`src/rtl/bayer_frame_ctrl_if.sv`:
```
// -----------------------------------------------------------------------------
// bayer_frame_ctrl_if
//   Pixel stream bundle for the Bayer frame controller.
//   Input side : s_data / s_valid / s_ready  (raw sensor stream, valid/ready)
//   Output side: raw_data / raw_valid / raw_sop / raw_eop (framed stream to ISP)
//   Modports:
//     master - pixel source / downstream observer (drives s_data, s_valid)
//     slave  - the frame controller (drives s_ready and the raw_* outputs)
// -----------------------------------------------------------------------------
interface bayer_frame_ctrl_if #(
   parameter int DATA_WIDTH = 16
);
   logic [DATA_WIDTH-1:0] s_data;
   logic                  s_valid;
   logic                  s_ready;
   logic [DATA_WIDTH-1:0] raw_data;
   logic                  raw_valid;
   logic                  raw_sop;
   logic                  raw_eop;

   modport master (
      output s_data,
      output s_valid,
      input  s_ready,
      input  raw_data,
      input  raw_valid,
      input  raw_sop,
      input  raw_eop
   );

   modport slave (
      input  s_data,
      input  s_valid,
      output s_ready,
      output raw_data,
      output raw_valid,
      output raw_sop,
      output raw_eop
   );
endinterface

```
`src/rtl/bayer_frame_ctrl.sv`:
```
// -----------------------------------------------------------------------------
// bayer_frame_ctrl
//   Frame sequencer and configuration controller in front of the Bayer stage.
//   Frames a raw valid/ready pixel stream into lines of the configured width,
//   applies staged Bayer configuration atomically at frame start and reports
//   frame completion / errors.
//
//   Optional feature macro: BAYER_FRAME_CTRL_TIMEOUT_EN
//     defined   - ACTIVE watchdog; after TIMEOUT_CYCLES handshake-free cycles
//                 err_o[1] is set and the frame is abandoned (no done pulse).
//     undefined - no watchdog, err_o[1] is constant 0.
//
//   Ports
//     clk_i, rst_n_i   clock, asynchronous active-low reset
//     cfg_wr_i         register write strobe
//     cfg_addr_i       0:width 1:height 2:{en[3:0],offset[7:0]} 3:{cont,stop,start}
//     cfg_wdata_i      register write data
//     pix              stream bundle (slave): s_* input, raw_* framed output
//     act_offset_o     black level of the running frame
//     act_en_o         {wb,lsc,dpc,blc} enables of the running frame
//     busy_o           controller not idle
//     frame_done_o     one-cycle pulse at frame end
//     err_o            sticky {timeout, cfg_err}
//     err_clr_i        clears err_o (a simultaneous new error wins)
// -----------------------------------------------------------------------------
module bayer_frame_ctrl #(
   parameter int DATA_WIDTH     = 16,
   parameter int DIM_W          = 13,
   parameter int TIMEOUT_CYCLES = 65535
) (
   input  logic               clk_i,
   input  logic               rst_n_i,
   input  logic               cfg_wr_i,
   input  logic [1:0]         cfg_addr_i,
   input  logic [31:0]        cfg_wdata_i,
   bayer_frame_ctrl_if.slave  pix,
   output logic [7:0]         act_offset_o,
   output logic [3:0]         act_en_o,
   output logic               busy_o,
   output logic               frame_done_o,
   output logic [1:0]         err_o,
   input  logic               err_clr_i
);

   localparam logic [1:0] ST_IDLE   = 2'd0;
   localparam logic [1:0] ST_LOAD   = 2'd1;
   localparam logic [1:0] ST_ACTIVE = 2'd2;
   localparam logic [1:0] ST_DONE   = 2'd3;

   logic [1:0]            state_reg, state_next;

   // staging (software-visible) registers
   logic [DIM_W-1:0]      width_stg_reg, height_stg_reg;
   logic [7:0]            offset_stg_reg;
   logic [3:0]            en_stg_reg;
   logic                  cont_reg, start_req_reg, stop_pend_reg;

   // shadow registers owned by the running frame
   logic [DIM_W-1:0]      width_act_reg, height_act_reg;
   logic [7:0]            offset_act_reg;
   logic [3:0]            en_act_reg;
   logic [DIM_W-1:0]      x_reg, y_reg;

   logic [DATA_WIDTH-1:0] raw_data_reg;
   logic                  raw_valid_reg, raw_sop_reg, raw_eop_reg;
   logic                  frame_done_reg;
   logic [1:0]            err_reg, err_set, err_next;

   logic                  wr_width, wr_height, wr_bayer, wr_ctrl;
   logic                  ctrl_start, ctrl_stop;
   logic                  cfg_ok, hs, last_x, last_y;
   logic                  cfg_err_set, to_expire, stop_clr;
   logic                  unused_wdata;

   assign wr_width   = cfg_wr_i && (cfg_addr_i == 2'd0);
   assign wr_height  = cfg_wr_i && (cfg_addr_i == 2'd1);
   assign wr_bayer   = cfg_wr_i && (cfg_addr_i == 2'd2);
   assign wr_ctrl    = cfg_wr_i && (cfg_addr_i == 2'd3);
   // stop and start in one write: stop wins, the start is dropped
   assign ctrl_start = wr_ctrl && cfg_wdata_i[0] && !cfg_wdata_i[1];
   assign ctrl_stop  = wr_ctrl && cfg_wdata_i[1];
   assign unused_wdata = ^cfg_wdata_i;

   assign cfg_ok = (width_stg_reg >= DIM_W'(2)) && (height_stg_reg != '0);
   assign hs     = (state_reg == ST_ACTIVE) && pix.s_valid;
   assign last_x = (x_reg == width_act_reg - DIM_W'(1));
   assign last_y = (y_reg == height_act_reg - DIM_W'(1));

`ifdef BAYER_FRAME_CTRL_TIMEOUT_EN
   localparam int TO_W = $clog2(TIMEOUT_CYCLES + 1);
   logic [TO_W-1:0] to_cnt_reg;

   // counts handshake-free ACTIVE cycles; expiry fires on the cycle that
   // would bring the count to TIMEOUT_CYCLES
   assign to_expire = (state_reg == ST_ACTIVE) && !hs &&
                      (to_cnt_reg == TO_W'(TIMEOUT_CYCLES - 1));

   always_ff @(posedge clk_i or negedge rst_n_i) begin
      if (!rst_n_i) begin
         to_cnt_reg <= '0;
      end else if ((state_reg != ST_ACTIVE) || hs) begin
         to_cnt_reg <= '0;
      end else begin
         to_cnt_reg <= to_cnt_reg + TO_W'(1);
      end
   end
`else
   assign to_expire = 1'b0;
`endif

   always_comb begin
      state_next  = state_reg;
      cfg_err_set = 1'b0;
      stop_clr    = 1'b0;
      case (state_reg)
         ST_IDLE: begin
            if (start_req_reg) begin
               if (cfg_ok) state_next = ST_LOAD;
               else        cfg_err_set = 1'b1;
            end
         end
         ST_LOAD: state_next = ST_ACTIVE;
         ST_ACTIVE: begin
            if (hs && last_x && last_y) begin
               state_next = ST_DONE;
            end else if (to_expire) begin
               state_next = ST_IDLE;
               stop_clr   = 1'b1;
            end
         end
         ST_DONE: begin
            if (cont_reg && !stop_pend_reg) begin
               state_next = ST_LOAD;
            end else begin
               state_next = ST_IDLE;
               stop_clr   = 1'b1;
            end
         end
         default: state_next = ST_IDLE;
      endcase
   end

   // sticky error bits: a new error in the clear cycle survives the clear
   assign err_set = {to_expire, cfg_err_set};
   generate
      for (genvar gi = 0; gi < 2; gi++) begin : g_err
         assign err_next[gi] = err_set[gi] | (err_reg[gi] & ~err_clr_i);
      end
   endgenerate

   always_ff @(posedge clk_i or negedge rst_n_i) begin
      if (!rst_n_i) begin
         state_reg      <= ST_IDLE;
         width_stg_reg  <= '0;
         height_stg_reg <= '0;
         offset_stg_reg <= '0;
         en_stg_reg     <= '0;
         cont_reg       <= 1'b0;
         start_req_reg  <= 1'b0;
         stop_pend_reg  <= 1'b0;
         width_act_reg  <= '0;
         height_act_reg <= '0;
         offset_act_reg <= '0;
         en_act_reg     <= '0;
         x_reg          <= '0;
         y_reg          <= '0;
         raw_data_reg   <= '0;
         raw_valid_reg  <= 1'b0;
         raw_sop_reg    <= 1'b0;
         raw_eop_reg    <= 1'b0;
         frame_done_reg <= 1'b0;
         err_reg        <= '0;
      end else begin
         state_reg <= state_next;

         if (wr_width)  width_stg_reg  <= cfg_wdata_i[DIM_W-1:0];
         if (wr_height) height_stg_reg <= cfg_wdata_i[DIM_W-1:0];
         if (wr_bayer) begin
            offset_stg_reg <= cfg_wdata_i[7:0];
            en_stg_reg     <= cfg_wdata_i[11:8];
         end
         if (wr_ctrl) cont_reg <= cfg_wdata_i[2];

         // IDLE consumes a pending start every cycle (LOAD or error), and
         // any start arriving while busy is dropped
         start_req_reg <= (state_reg == ST_IDLE) ? ctrl_start : 1'b0;

         if (ctrl_stop)     stop_pend_reg <= 1'b1;
         else if (stop_clr) stop_pend_reg <= 1'b0;

         if (state_reg == ST_LOAD) begin
            width_act_reg  <= width_stg_reg;
            height_act_reg <= height_stg_reg;
            offset_act_reg <= offset_stg_reg;
            en_act_reg     <= en_stg_reg;
            x_reg          <= '0;
            y_reg          <= '0;
         end else if (hs) begin
            if (last_x) begin
               x_reg <= '0;
               y_reg <= y_reg + DIM_W'(1);
            end else begin
               x_reg <= x_reg + DIM_W'(1);
            end
         end

         raw_valid_reg <= hs;
         raw_sop_reg   <= hs && (x_reg == '0) && (y_reg == '0);
         raw_eop_reg   <= hs && last_x;
         if (hs) raw_data_reg <= pix.s_data;

         frame_done_reg <= (state_reg == ST_ACTIVE) && (state_next == ST_DONE);
         err_reg        <= err_next;
      end
   end

   assign pix.s_ready   = (state_reg == ST_ACTIVE);
   assign pix.raw_data  = raw_data_reg;
   assign pix.raw_valid = raw_valid_reg;
   assign pix.raw_sop   = raw_sop_reg;
   assign pix.raw_eop   = raw_eop_reg;
   assign act_offset_o  = offset_act_reg;
   assign act_en_o      = en_act_reg;
   assign busy_o        = (state_reg != ST_IDLE);
   assign frame_done_o  = frame_done_reg;
   assign err_o         = err_reg;

endmodule

```
`src/flat_wrapper.sv`:
```
// flat-port wrapper written by rule: the top's interface ports become plain ports
module bayer_frame_ctrl_flat 
#(
   parameter int DATA_WIDTH     = 16,
   parameter int DIM_W          = 13,
   parameter int TIMEOUT_CYCLES = 65535
)
  (clk_i, rst_n_i, cfg_wr_i, cfg_addr_i, cfg_wdata_i, act_offset_o, act_en_o, busy_o, frame_done_o, err_o, err_clr_i, pix_s_data, pix_s_valid, pix_s_ready, pix_raw_data, pix_raw_valid, pix_raw_sop, pix_raw_eop);
  bayer_frame_ctrl_if #(.DATA_WIDTH(DATA_WIDTH)) pix_i ();
  input  logic clk_i;
  input  logic rst_n_i;
  input  logic cfg_wr_i;
  input  logic [1:0] cfg_addr_i;
  input  logic [31:0] cfg_wdata_i;
  output logic [7:0] act_offset_o;
  output logic [3:0] act_en_o;
  output logic busy_o;
  output logic frame_done_o;
  output logic [1:0] err_o;
  input  logic err_clr_i;
  input wire logic [$bits(pix_i.s_data)-1:0] pix_s_data;
  input wire logic [$bits(pix_i.s_valid)-1:0] pix_s_valid;
  output wire logic [$bits(pix_i.s_ready)-1:0] pix_s_ready;
  output wire logic [$bits(pix_i.raw_data)-1:0] pix_raw_data;
  output wire logic [$bits(pix_i.raw_valid)-1:0] pix_raw_valid;
  output wire logic [$bits(pix_i.raw_sop)-1:0] pix_raw_sop;
  output wire logic [$bits(pix_i.raw_eop)-1:0] pix_raw_eop;
  assign pix_i.s_data = pix_s_data;
  assign pix_i.s_valid = pix_s_valid;
  assign pix_s_ready = pix_i.s_ready;
  assign pix_raw_data = pix_i.raw_data;
  assign pix_raw_valid = pix_i.raw_valid;
  assign pix_raw_sop = pix_i.raw_sop;
  assign pix_raw_eop = pix_i.raw_eop;
  bayer_frame_ctrl #(.DATA_WIDTH(DATA_WIDTH), .DIM_W(DIM_W), .TIMEOUT_CYCLES(TIMEOUT_CYCLES)) u_core (.clk_i(clk_i), .rst_n_i(rst_n_i), .cfg_wr_i(cfg_wr_i), .cfg_addr_i(cfg_addr_i), .cfg_wdata_i(cfg_wdata_i), .pix(pix_i), .act_offset_o(act_offset_o), .act_en_o(act_en_o), .busy_o(busy_o), .frame_done_o(frame_done_o), .err_o(err_o), .err_clr_i(err_clr_i));
endmodule
```
`config.mk`:
```
export PLATFORM = sky130hd
export DESIGN_NAME = bayer_frame_ctrl_flat
export DESIGN_NICKNAME = d
export VERILOG_FILES = /design/src/rtl/bayer_frame_ctrl_if.sv /design/src/rtl/bayer_frame_ctrl.sv /design/src/flat_wrapper.sv
export SDC_FILE = /design/constraint.sdc
export NUM_CORES = 1
export LEC_CHECK = 0
export BUFFER_PORTS_ARGS = -buffer_cell sky130_fd_sc_hd__buf_4
export CORE_MARGIN = 10
export CORE_UTILIZATION = 58
export CTS_CLUSTER_DIAMETER = 30
export DETAILED_ROUTE_END_ITERATION = 16
export PLACE_DENSITY_LB_ADDON = 0.1
export SLEW_MARGIN = 20
export SYNTH_ARGS = -nofsm -noshare
export SYNTH_HDL_FRONTEND = slang
export SYNTH_SLANG_ARGS = --single-unit
export TNS_END_PERCENT = 20
```
`constraint.sdc`:
```
create_clock -name clk_i -period 3.25 [get_ports clk_i]
set_input_delay 0.65 -clock clk_i [delete_from_list [all_inputs] [get_ports clk_i]]
set_output_delay 0.65 -clock clk_i [all_outputs]
set_load 0.02 [all_outputs]
```
==> impl_metrics.toml <==
[pwr]
ir_drop_mv = 0.663
powerDensity_mw_per_mm2 = 893
power_leakage_nw = 3.49

[clocking]
h-tree-depth = 4
ctsResizeCount = 0
path_clk_slew_ps = 60
cts_setup_buffers = 0
clock_latency_ps = 530
cts-root-buf = "clkbuf_8"
cts_made_buffers = 17
cts.sink_count = 129
clock_path_buffers = 2
cts_tree = "built"
holdBufCountCts = 0

[synth]
synth_seq_cells = 129
synthArstFlopShare_pct = 100
syn-cell-area_mm2 = 0.00640
syn-instance-count = 596
synth_edf_count = 0
syn_avg_cell_area_um2 = 10.7
yosysMostFrequentCell = "dfrtp_1"
yosysSeqAreaShare_pct = 50.4
ys_types = 49
synth_commonest_cells = "dfrtp_1 (129), nand2_1 (80), mux2_2 (70)"
yosys_warnings = 0
ys_top_cells_by_area = "dfrtp_1 (50%), mux2_2 (12%), nand2_1 (4.7%)"
synth_top_flop_cell = "dfrtp_1"
synthesis.nets = 661
yosysTopAreaCell = "dfrtp_1"
netlist.area_leader.share_pct = 50.4

[run]
drv_cap = 0

[drt]
drtIter0Drc = 322
drc_errors = 0
vias = 4764
wire_per_inst_um = 18.0
drt-total-wl_mm = 14.7
vias_per_cell = 5.82
ant_nets = 0
first_pass_iters = 5

[critical_path]
worstSetupPathType = "reg2reg"
cp_slowest_cell = "or4b_1"
path_buf_inv = 1
path_max_fanout = 4
max_stage_delay_ps = 510
crit_path_start_kind = "flip-flop"
cp.arrival_ps = 3150
rr_startpoint = "u_core.height_act_reg[0]"
reg2regPathDepth = 9
path_cells = "inv_1 > ha_1 > or4b_1 > nor3_1 > nand2_1 > xnor2_1 > a2111o_1 > nor4_1 > a32o_1"
cp_top_family = "simple AND/OR/NAND/NOR gates"
end_kind = "flip-flop"
cp.required_ps = 3710
worst_r2r_endpoint = "u_core.frame_done_o"
reg2reg_slack_ps = 560

[global_routing]
grt_pass1_wl_mm = 24.6
grt_overflow = 0
groute.usage.overall_pct = 19.0
grt_max_degree = 50
grt_pass1_vias = 4791
antenna_found_initial = 0

[layout]
largest_register_ffs = 16
multi_input_area_mm2 = 0.00298
nFillCells = 805
num_antenna_cells = 0
drive_gt1_share_pct = 28.9
area_growth_pct = 20.4
regArea_mm2 = 0.00323
fin_nets = 731

[placement]
io_buffers = 71
dpl.hpwl_mm = 10.3
finalWeightedCongestion = 0.853

[sta]
final_hold_viol_count = 0
finalCritPeriodShare_pct = 82.6
period_minus_slack_ps = 2690
max_freq_mhz = 372
relSlewSlack_pct = 42.4
skew_ps = 8.16
slew_viol_final = 0
rsz0062_at_grt = "false"
finalSetupViolCount = 0
finalSetupTns_ps = 0
worst_pin_slew_ps = 865
whs_ps = 142

[floorplanning]
die_w_um = 125
fp.coreArea_mm2 = 0.0108
initial_core_util_pct = 59.0
io_pins = 91
die-area_mm2 = 0.0156
rows = 38
die-height_um = 125

[hold_path]
min_path_type = "in2async"

[status]
status = "finished, final reports clean"
## placed cells by master, fill, tap and decap left out, types with 6 or more instances in the layout
cell / netlist / final
dfrtp_1: 129 / 129
buf_4: 3 / 81
nand2_1: 80 / 80
mux2_2: 70 / 70
nor2_1: 26 / 26
xnor2_1: 23 / 23
nand3_1: 20 / 20
inv_1: 19 / 19
nor3_1: 19 / 19
o21ai_0: 17 / 17
nor4_1: 17 / 17
clkbuf_16: 0 / 16
xor2_1: 15 / 15
nor2b_1: 13 / 13
a21oi_1: 12 / 12
and3_1: 12 / 12
mux2_1: 11 / 11
ha_1: 10 / 9
nand2b_1: 7 / 7
nand4_1: 7 / 7
nor4_2: 6 / 6
## per-stage QoR
step	area (um^2)	util (%)	power, mW	std cells	worst slack (ps)
final	7710	71.1	6.88	819	564
after global routing	7710	71.1	7.29	819	368
after CTS	7710	71.1	6.94	819	584
after detailed placement	7080	65.3	4.89	787	605
after global placement	7080	65.3	4.78	787	679
after floorplan	6400	-	4.07	596	872
## cells by family after synthesis
family          synth area share, %
mux                            14.6
compound gates                 5.36
buf+inv                        3.17
simple gates                   19.3
fa+ha+maj                      1.95
xor+xnor                       5.20
flops                          50.4
## per-layer routing
| metal | vias up | part of all wire (%) | global-route usage [%] |
|---|---|---|---|
| li1 | 2251 | - | - |
| met1 | 2377 | 43 | 23.8 |
| met3 | 17 | 4.2 | 4.14 |
| met4 | 0 | 1.7 | 7.66 |
| met5 | - | 0 | 0 |
| met2 | 119 | 51 | 31.3 |
## power breakdown
| group | leakage (nW) | internal [mW] | switching (mW) |
|---|---|---|---|
| Sequential | 1.62 | 2.08 | 0.485 |
| Combinational | 1.57 | 1.08 | 1.23 |
| Clock | 0.308 | 1.33 | 0.678 |
## worst max-delay path by stage
stage | from | end | slack (ps) | depth (start not counted)
2_1_floorplan | u_core.height_act_reg[0] | u_core.state_reg[0] | 870 | 9
3_3_place_gp | u_core.height_act_reg[0] | u_core.frame_done_o | 680 | 9
3_5_place_dp | u_core.height_act_reg[0] | u_core.state_reg[0] | 600 | 9
4_1_cts | u_core.height_act_reg[0] | u_core.state_reg[0] | 580 | 9
5_1_grt | u_core.width_act_reg[0] | u_core.y_reg[9] | 370 | 10
6_report | u_core.height_act_reg[0] | u_core.frame_done_o | 560 | 9
## layout make-up
type | count | share of cell area (%)
inverter | 19 | 0.925
clock inverter | 9 | 1.96
multi-input combinational | 417 | 38.6
clock buffer | 23 | 6.18
sequential | 129 | 41.9
timing repair buffer | 82 | 8.15
tap | 140 | 2.27
Power figures use the tool's default switching activity.
